## src/rtl/key_press_ctrl.sv

```systemverilog
// key_press_ctrl: per-key sync + debounce with press/release/long events.
// Ports: clk, rst_n, key_in (0=pressed), key_level, key_press, key_release,
// key_long. Optional auto-repeat in LONG_HELD via `define KEY_REPEAT_EN.
module key_press_ctrl #(
  parameter int NUM_KEYS        = 4,
  parameter int DEBOUNCE_CYCLES = 1000000,
  parameter int LONG_CYCLES     = 50000000,
  parameter int REPEAT_CYCLES   = 10000000
) (
  input  logic                clk,
  input  logic                rst_n,
  input  logic [NUM_KEYS-1:0] key_in,
  output logic [NUM_KEYS-1:0] key_level,
  output logic [NUM_KEYS-1:0] key_press,
  output logic [NUM_KEYS-1:0] key_release,
  output logic [NUM_KEYS-1:0] key_long
);

  localparam int MAX_DL =
    (DEBOUNCE_CYCLES > LONG_CYCLES) ? DEBOUNCE_CYCLES : LONG_CYCLES;
`ifdef KEY_REPEAT_EN
  localparam int MAXC =
    (MAX_DL > REPEAT_CYCLES) ? MAX_DL : REPEAT_CYCLES;
`else
  localparam int MAXC = MAX_DL;
`endif
  localparam int CW = (MAXC > 1) ? $clog2(MAXC) : 1;

  localparam logic [CW-1:0] DB_LAST   = CW'(DEBOUNCE_CYCLES - 1);
  localparam logic [CW-1:0] LONG_LAST = CW'(LONG_CYCLES - 1);
`ifdef KEY_REPEAT_EN
  localparam logic [CW-1:0] REP_LAST  = CW'(REPEAT_CYCLES - 1);
`endif

  if (DEBOUNCE_CYCLES < 1 || LONG_CYCLES < 1 ||
      REPEAT_CYCLES < 1) begin : g_bad_param
    $error("key_press_ctrl: cycle parameters must be >= 1");
  end

  typedef enum logic [2:0] {
    IDLE,
    PRESS_DB,
    HELD,
    LONG_HELD,
    RELEASE_DB
  } state_t;

  function automatic logic [CW-1:0] inc(input logic [CW-1:0] c);
    return (&c) ? c : c + CW'(1);
  endfunction

  // Synchronizer flops idle at 1 so reset looks like "released".
  logic [NUM_KEYS-1:0] sync1;
  logic [NUM_KEYS-1:0] key_s;

  always_ff @(posedge clk or negedge rst_n) begin
    if (!rst_n) begin
      sync1 <= '1;
      key_s <= '1;
    end else begin
      sync1 <= key_in;
      key_s <= sync1;
    end
  end

  for (genvar k = 0; k < NUM_KEYS; k++) begin : g_key
    state_t        st;
    logic [CW-1:0] cnt;
    logic [CW-1:0] cnt2;
    logic          long_flag;
    logic          level;
    logic          press;
    logic          rel;
    logic          lng;
`ifdef KEY_REPEAT_EN
    logic [CW-1:0] rcnt;
`endif

    always_ff @(posedge clk or negedge rst_n) begin
      if (!rst_n) begin
        st        <= IDLE;
        cnt       <= '0;
        cnt2      <= '0;
        long_flag <= 1'b0;
        level     <= 1'b0;
        press     <= 1'b0;
        rel       <= 1'b0;
        lng       <= 1'b0;
`ifdef KEY_REPEAT_EN
        rcnt      <= '0;
`endif
      end else begin
        press <= 1'b0;
        rel   <= 1'b0;
        lng   <= 1'b0;
        unique case (st)
          IDLE: begin
            if (!key_s[k]) begin
              st  <= PRESS_DB;
              cnt <= '0;
            end
          end
          PRESS_DB: begin
            if (key_s[k]) begin
              st <= IDLE;
            end else if (cnt == DB_LAST) begin
              st    <= HELD;
              press <= 1'b1;
              level <= 1'b1;
              cnt   <= '0;
            end else begin
              cnt <= inc(cnt);
            end
          end
          HELD: begin
            if (key_s[k]) begin
              st   <= RELEASE_DB;
              cnt2 <= '0;
            end else if (cnt == LONG_LAST) begin
              st  <= LONG_HELD;
              lng <= 1'b1;
              cnt <= '0;
`ifdef KEY_REPEAT_EN
              rcnt <= '0;
`endif
            end else begin
              cnt <= inc(cnt);
            end
          end
          LONG_HELD: begin
            if (key_s[k]) begin
              st        <= RELEASE_DB;
              cnt2      <= '0;
              long_flag <= 1'b1;
            end
`ifdef KEY_REPEAT_EN
            else if (rcnt == REP_LAST) begin
              press <= 1'b1;
              rcnt  <= '0;
            end else begin
              rcnt <= inc(rcnt);
            end
`endif
          end
          RELEASE_DB: begin
            // A glitch back to low resumes the hold; the long flag
            // keeps a second key_long from firing for this press.
            if (!key_s[k]) begin
              st  <= long_flag ? LONG_HELD : HELD;
              cnt <= '0;
            end else if (cnt2 == DB_LAST) begin
              st        <= IDLE;
              rel       <= 1'b1;
              level     <= 1'b0;
              long_flag <= 1'b0;
            end else begin
              cnt2 <= inc(cnt2);
            end
          end
          default: st <= IDLE;
        endcase
      end
    end

    assign key_level[k]   = level;
    assign key_press[k]   = press;
    assign key_release[k] = rel;
    assign key_long[k]    = lng;
  end

endmodule

```

## config.mk

```make
export PLATFORM = sky130hd
export DESIGN_NAME = key_press_ctrl
export DESIGN_NICKNAME = d
export VERILOG_FILES = /design/src/rtl/key_press_ctrl.sv
export SDC_FILE = /design/constraint.sdc
export NUM_CORES = 1
export LEC_CHECK = 0
export ABC_AREA = 1
export BUFFER_PORTS_ARGS = -buffer_cell sky130_fd_sc_hd__buf_4
export CORE_UTILIZATION = 58
export DETAILED_ROUTE_END_ITERATION = 6
export PLACE_DENSITY = 0.77
export SLEW_MARGIN = 30
export SYNTH_ARGS = -nofsm -noshare
export SYNTH_HDL_FRONTEND = slang
export SYNTH_SLANG_ARGS = --single-unit
```

## constraint.sdc

```tcl
create_clock -name clk -period 1.68 [get_ports clk]
set_input_delay 0.336 -clock clk [delete_from_list [all_inputs] [get_ports clk]]
set_output_delay 0.336 -clock clk [all_outputs]
set_load 0.02 [all_outputs]
```

* Yosys cells after proc, flatten, opt, wreduce, memory -nomap -nowiden *
Cells that the tools add are included.

storage, ports and cells
  logic and storage cells = 334
  bits in writable memories = 0
  memories kept = 0
  register bits = 248
  bits in latches = 0
  bits of input ports = 6
  output and inout port bits = 16
  memory bits (read-only) = 0

operators by class
  multiply operators = 0
  reduce and logical (&&, ||, !) cells = 56
  order comparisons = 0
  muxes and demuxes = 152
  divide/modulo/power cells = 0
  shift-type cells = 0
  eq/ne operators = 84
  bitwise operators = 0
  $add $sub $neg = 8

operators by type and width
  operator                                                                  number
  26-bit 2-to-1 mux                                                         40
  26-bit case mux with 3 select lines                                       4
  26-bit by 1-bit adder with 26-bit output (second input constant)          8
  26-bit by 20-bit == test with 1-bit output (second input constant)        8
  26-bit case mux with 2 select lines                                       4
  26-bit AND reduction                                                      8
  26-bit == test (second input constant)                                    4
  3-bit 2-to-1 mux                                                          32
  2-bit inequality test (second input constant)                             40
  1-bit 2-to-1 mux                                                          60
  3-bit case mux with 5 select lines                                        4
  5-bit AND reduction                                                       12
  3-bit inequality test (second input constant)                             12
  4-bit AND reduction                                                       8
  3-bit by 2-bit == test with 1-bit output (second input constant)          8
  2-bit nonzero test                                                        12
  1-bit case mux with 2 select lines                                        8
  2-bit OR reduction                                                        8
  3-bit by 1-bit == test with 1-bit output (second input constant)          4
  3-bit == test (second input constant)                                     4
  3-bit zero test                                                           4
  3-bit nonzero test                                                        4
  2-bit by 1-bit inequality test with 1-bit output (second input constant)  4

* Depth between registers and ports, before layout *
  word-level depth = 5
  mapped depth = 14
  mapped depth without buffers = 13

* Worst setup path after synthesis *
OpenSTA, ideal clock, no wires.

  path kind = reg2reg
  from = reg g_key[2].cnt2[0]
  to = reg g_key[2].cnt2[7]
  cell stages (with the launch flop) = 12
  path slack = -0.125 ns
  setup time = 0.117 ns
  data arrival time = 1.688 ns
  cells stage by stage = dfrtp_1 > ha_1 > nand2_1 > nor2_1 > nand4_1 > nor2_1 > nand3_1 > inv_2 > nor2_2 > buf_2 > nand2_1 > nand2_1

between the ends
  word-level cells in the longest chain between the ends = 5
  elaborated cells on any way between the ends = 10
  those cells by class = add/sub (1); eq/ne (3); mux (4); reduce/logical (2)

RTL lines
  what                                      RTL line  text
  start, declared                           69        logic [CW-1:0] cnt2;
  start signal, assigned                    157       cnt2 <= inc(cnt2);
  26-bit by 1-bit adder with 26-bit output  49        return (&c) ? c : c + CW'(1);
  26-bit 2-to-1 mux                         49
  26-bit 2-to-1 mux                         151       end else if (cnt2 == DB_LAST) begin
  26-bit 2-to-1 mux                         148       if (!key_s[k]) begin
  26-bit case mux with 2 select lines       96        unique case (st)

Parallel ways exist; a longest one is shown, timed or not. The select of a mux whose other input is x is not followed.
A chain may end at the register's enable or synchronous reset.

* Worst setup path after layout *
  from = reg g_key[3].st[2]
  to = reg g_key[3].cnt2[18]

between the ends
  word-level cells in the longest chain between the ends = 4
  elaborated cells on any way between the ends = 11
  those cells by class = eq/ne (7); mux (1); reduce/logical (3)

RTL lines
  what                                                                                              RTL line  text
  start, declared                                                                                   67        state_t st;
  start signal, assigned                                                                            149       st <= long_flag ? LONG_HELD : HELD;
  3-bit by 2-bit == test with 1-bit output                                                          96
  2-bit OR reduction (no line)                                                                      n/a
  2-bit by 1-bit inequality test with 1-bit output (no line) or 2-bit nonzero test (tied branches)  n/a
  5-bit AND reduction (no line)                                                                     n/a
  end signal, assigned                                                                              157
  end, declared                                                                                     69

Parallel ways exist; a longest one is shown, timed or not.

==> results.sh <==
export IMPL_status="complete, but fails checks"
export IMPL_violations="negative setup slack"
export IMPL_ys_types=50
export IMPL_grt_usage_pct=34.5
export IMPL_slew_headroom_pct=71.9
export IMPL_vias_per_cell=5.53
export IMPL_rows=62
export IMPL_yosysSeqAreaShare_pct=35.9
export IMPL_clock_path_buffers=3
export IMPL_finalClockSkew_ns=0.0169
export IMPL_drc=0
export IMPL_yosysWarnings=0
export IMPL_routedWlPerCell_um=15.1
export IMPL_clock_latency_ns=0.56
export IMPL_fin_ws_ns=-0.187
export IMPL_stdcell_count=3573
export IMPL_place_inst=3447
export IMPL_hpwlAfterDp_um=36300
export IMPL_worstPathRequired_ns=2.17
export IMPL_cts_max_level=1
export IMPL_die_h_um=175
export IMPL_grt_max_degree=53
export IMPL_routabilityCongestion=0.991
export IMPL_netlist_instances=2734
export IMPL_synth_ff_type="dfrtp_1"
export IMPL_whs_ns=0.216
export IMPL_cp_start_kind="flop"
export IMPL_synth_seq_cells=248
export IMPL_crit_arrival_ns=2.35
export IMPL_die_area_sq_um=30600
export IMPL_drive_above_1_share_pct=27.3
export IMPL_antenna_found_initial=0
export IMPL_syn_to_final_growth_pct=35.9
export IMPL_p_leak_nw=10.9
export IMPL_grt_remaining_overflow=0
export IMPL_synth_avg_cell_area_sq_um=6.34
export IMPL_fin_nets=3181
export IMPL_finalWirelength_um=54000
export IMPL_drt_pass1_iter_count=7
export IMPL_netlist_area_sq_um=17300
export IMPL_p_per_area_nw_per_um2=902
export IMPL_fp_coreArea_sq_um=29000
export IMPL_numCtsBuffers=29
export IMPL_async_reset_ff_share_pct=100
export IMPL_post_route_period_util_pct=111
export IMPL_synth_edf_count=0
export IMPL_initial_core_util_pct=59.7
export IMPL_drtIter0Drc=1788
export IMPL_via_count=19800
export IMPL_final_max_slew_viol_count=0
export IMPL_crit_path_end_kind="flop"
export IMPL_critical_path_class="flop to flop"
export IMPL_cts_root_buffer="clkbuf_16"
export IMPL_rsz0062_at_grt="true"
export IMPL_setup_viol=124
export IMPL_final_area_sq_um=23600
export IMPL_io_buffers=21
export IMPL_place_area_sq_um=20600
export IMPL_synth_fp_nets=2748
export IMPL_r2r_slack_ns=-0.19
export IMPL_die_width_um=175
export IMPL_diodes=0
export IMPL_cap_violations=0
export IMPL_tritoncts="yes"
export IMPL_path_clk_slew_ns=0.06
export IMPL_cts_sinks=248
export IMPL_max_slew_worst_pin_slew_ns=0.420
export IMPL_hold_violations=0
export IMPL_io_pins=22
export IMPL_grt_pass1_wl_um=88300
export IMPL_cp_max_fo=13
export IMPL_antenna_violating_nets_post_route=0
export IMPL_period_minus_slack_ns=1.87
export IMPL_hold_path_class="primary input to async pin"
export IMPL_fmax_mhz=536
export IMPL_grt_pass1_vias=19100
export IMPL_ir_drop_uv=1160
-- placed cells by master, fill, tap and decap left out, drive strengths merged --
master	count
and2	1
nand4	88
xor2	45
nor4	7
a21boi	2
and3	2
o311ai	2
dlygate4sd3	5
o21ai	113
nor2	488
a21oi	25
o21bai	5
bufinv	3
dfrtp	240
nand3b	8
buf	461
clkinvlp	2
a31oi	3
a31o	1
o211ai	4
nand2	958
xnor2	15
clkbuf	42
inv	309
nand3	229
o22ai	2
nor3b	7
dfstp	8
or2	6
ha	8
clkinv	8
nor3	92
-- metal layers --
layer / share of wire (%) / routed length (um) / global-route usage [%]
met1: 41 / 22200 / 43.1
met2: 49 / 26500 / 60.4
met3: 6.3 / 3420 / 4.61
met4: 3.5 / 1890 / 12.9
met5: 0 / 0 / 0
-- worst max-delay path, stage by stage, from the launching register on --
cell	delay (ns)
dfrtp_1	0.38
inv_1	0.21
nand3_1	0.18
a31oi_2	0.31
nand2_4	0.15
nor2_4	0.37
nand2_1	0.10
nand2_1	0.08
-- where the power goes --
| part | total, mW | internal, mW | switching, mW |
|---|---|---|---|
| registers | 6.77 | 6.39 | 0.385 |
| clock network | 6.48 | 3.86 | 2.62 |
| logic | 7.98 | 3.29 | 4.69 |
-- stage by stage --
stage	worst slack [ns]	setup TNS, ns	total power, mW	util [%]
floorplan	-0.0989	-2.01	10.2	-
global placement	-0.369	-24.54	12.3	71.0
detailed placement	-0.303	-25.33	12.5	71.0
CTS	-0.109	-5.44	20.6	79.0
global route	-0.283	-29.69	22.2	81.2
finish	-0.187	-10.87	21.2	81.2
-- cells in the mapped netlist (22+ instances only) --
| library cell | n | share of area (%) |
|---|---|---|
| nand3_1 | 217 | 6.3 |
| nor2_1 | 464 | 10 |
| dfrtp_1 | 240 | 35 |
| xor2_1 | 45 | 2.3 |
| nand4_1 | 86 | 3.1 |
| inv_1 | 285 | 6.2 |
| nand2_1 | 943 | 20 |
| buf_2 | 26 | 0.75 |
| nor3_1 | 88 | 2.5 |
| a21oi_1 | 24 | 0.69 |
| inv_2 | 22 | 0.48 |
| buf_4 | 24 | 1.0 |
| o21ai_0 | 48 | 1.4 |
| o21ai_1 | 65 | 1.9 |
-- repair_timing --
item / 4_1_cts / 5_1_grt
hold buffers: 5 / 0
endpoints found under the hold margin: 244 / 0
pin swaps: 80 / 56
endpoints found under the setup margin: 204 / 226
buffers inserted: 36 / 18
gates resized for setup: 230 / 150
gates cloned: 17 / 1
-- path summary, 6_finish.rpt --
check                                           start                       endpoint  cells past startpoint
max                        g_key[3].st[2]$_DFFE_PN0P_  g_key[3].cnt2[18]$_DFFE_PN0P_                      7
min                                             rst_n  g_key[2].cnt2[24]$_DFFE_PN0P_                      2
max reg2reg                g_key[3].st[2]$_DFFE_PN0P_  g_key[3].cnt2[18]$_DFFE_PN0P_                      7
min reg2reg                        sync1[1]$_DFF_PN1_             key_s[1]$_DFF_PN1_                      0
max in group asynchronous                       rst_n             key_s[0]$_DFF_PN1_                      3
min in group clk                   sync1[1]$_DFF_PN1_             key_s[1]$_DFF_PN1_                      0
-- flip-flops by register name (all words and copies together), names as in the netlist --
| name | count |
|---|---|
| g_key.press | 4 |
| g_key.long_flag | 4 |
| key_s | 4 |
| g_key.cnt2 | 104 |
| g_key.level | 4 |
| g_key.lng | 4 |
| g_key.st | 12 |
| g_key.rel | 4 |
| sync1 | 4 |
| g_key.cnt | 104 |
-- logic make-up after synthesis --
| family | after synthesis | synth area share (%) |
|---|---|---|
| buffers and inverters | 383 | 9.32 |
| flip-flops | 248 | 35.9 |
| XOR/XNOR | 60 | 3.03 |
| adder cells (fa/ha/maj) | 8 | 0.578 |
| AND/OR/NAND/NOR | 1878 | 46.2 |
| AO/OA/AOI/OAI | 157 | 4.96 |
-- area by class of cell --
class,count,area [sq um]
Clock inverter,11,146
Fill cell,1951,5460
Clock buffer,42,825
Inverter,311,1200
Tap cell,384,480
Timing Repair Buffer,466,3880
Sequential cell,248,6230
Multi-Input combinational cell,2111,10800
Note: power is estimated with default switching activity, not from simulation.
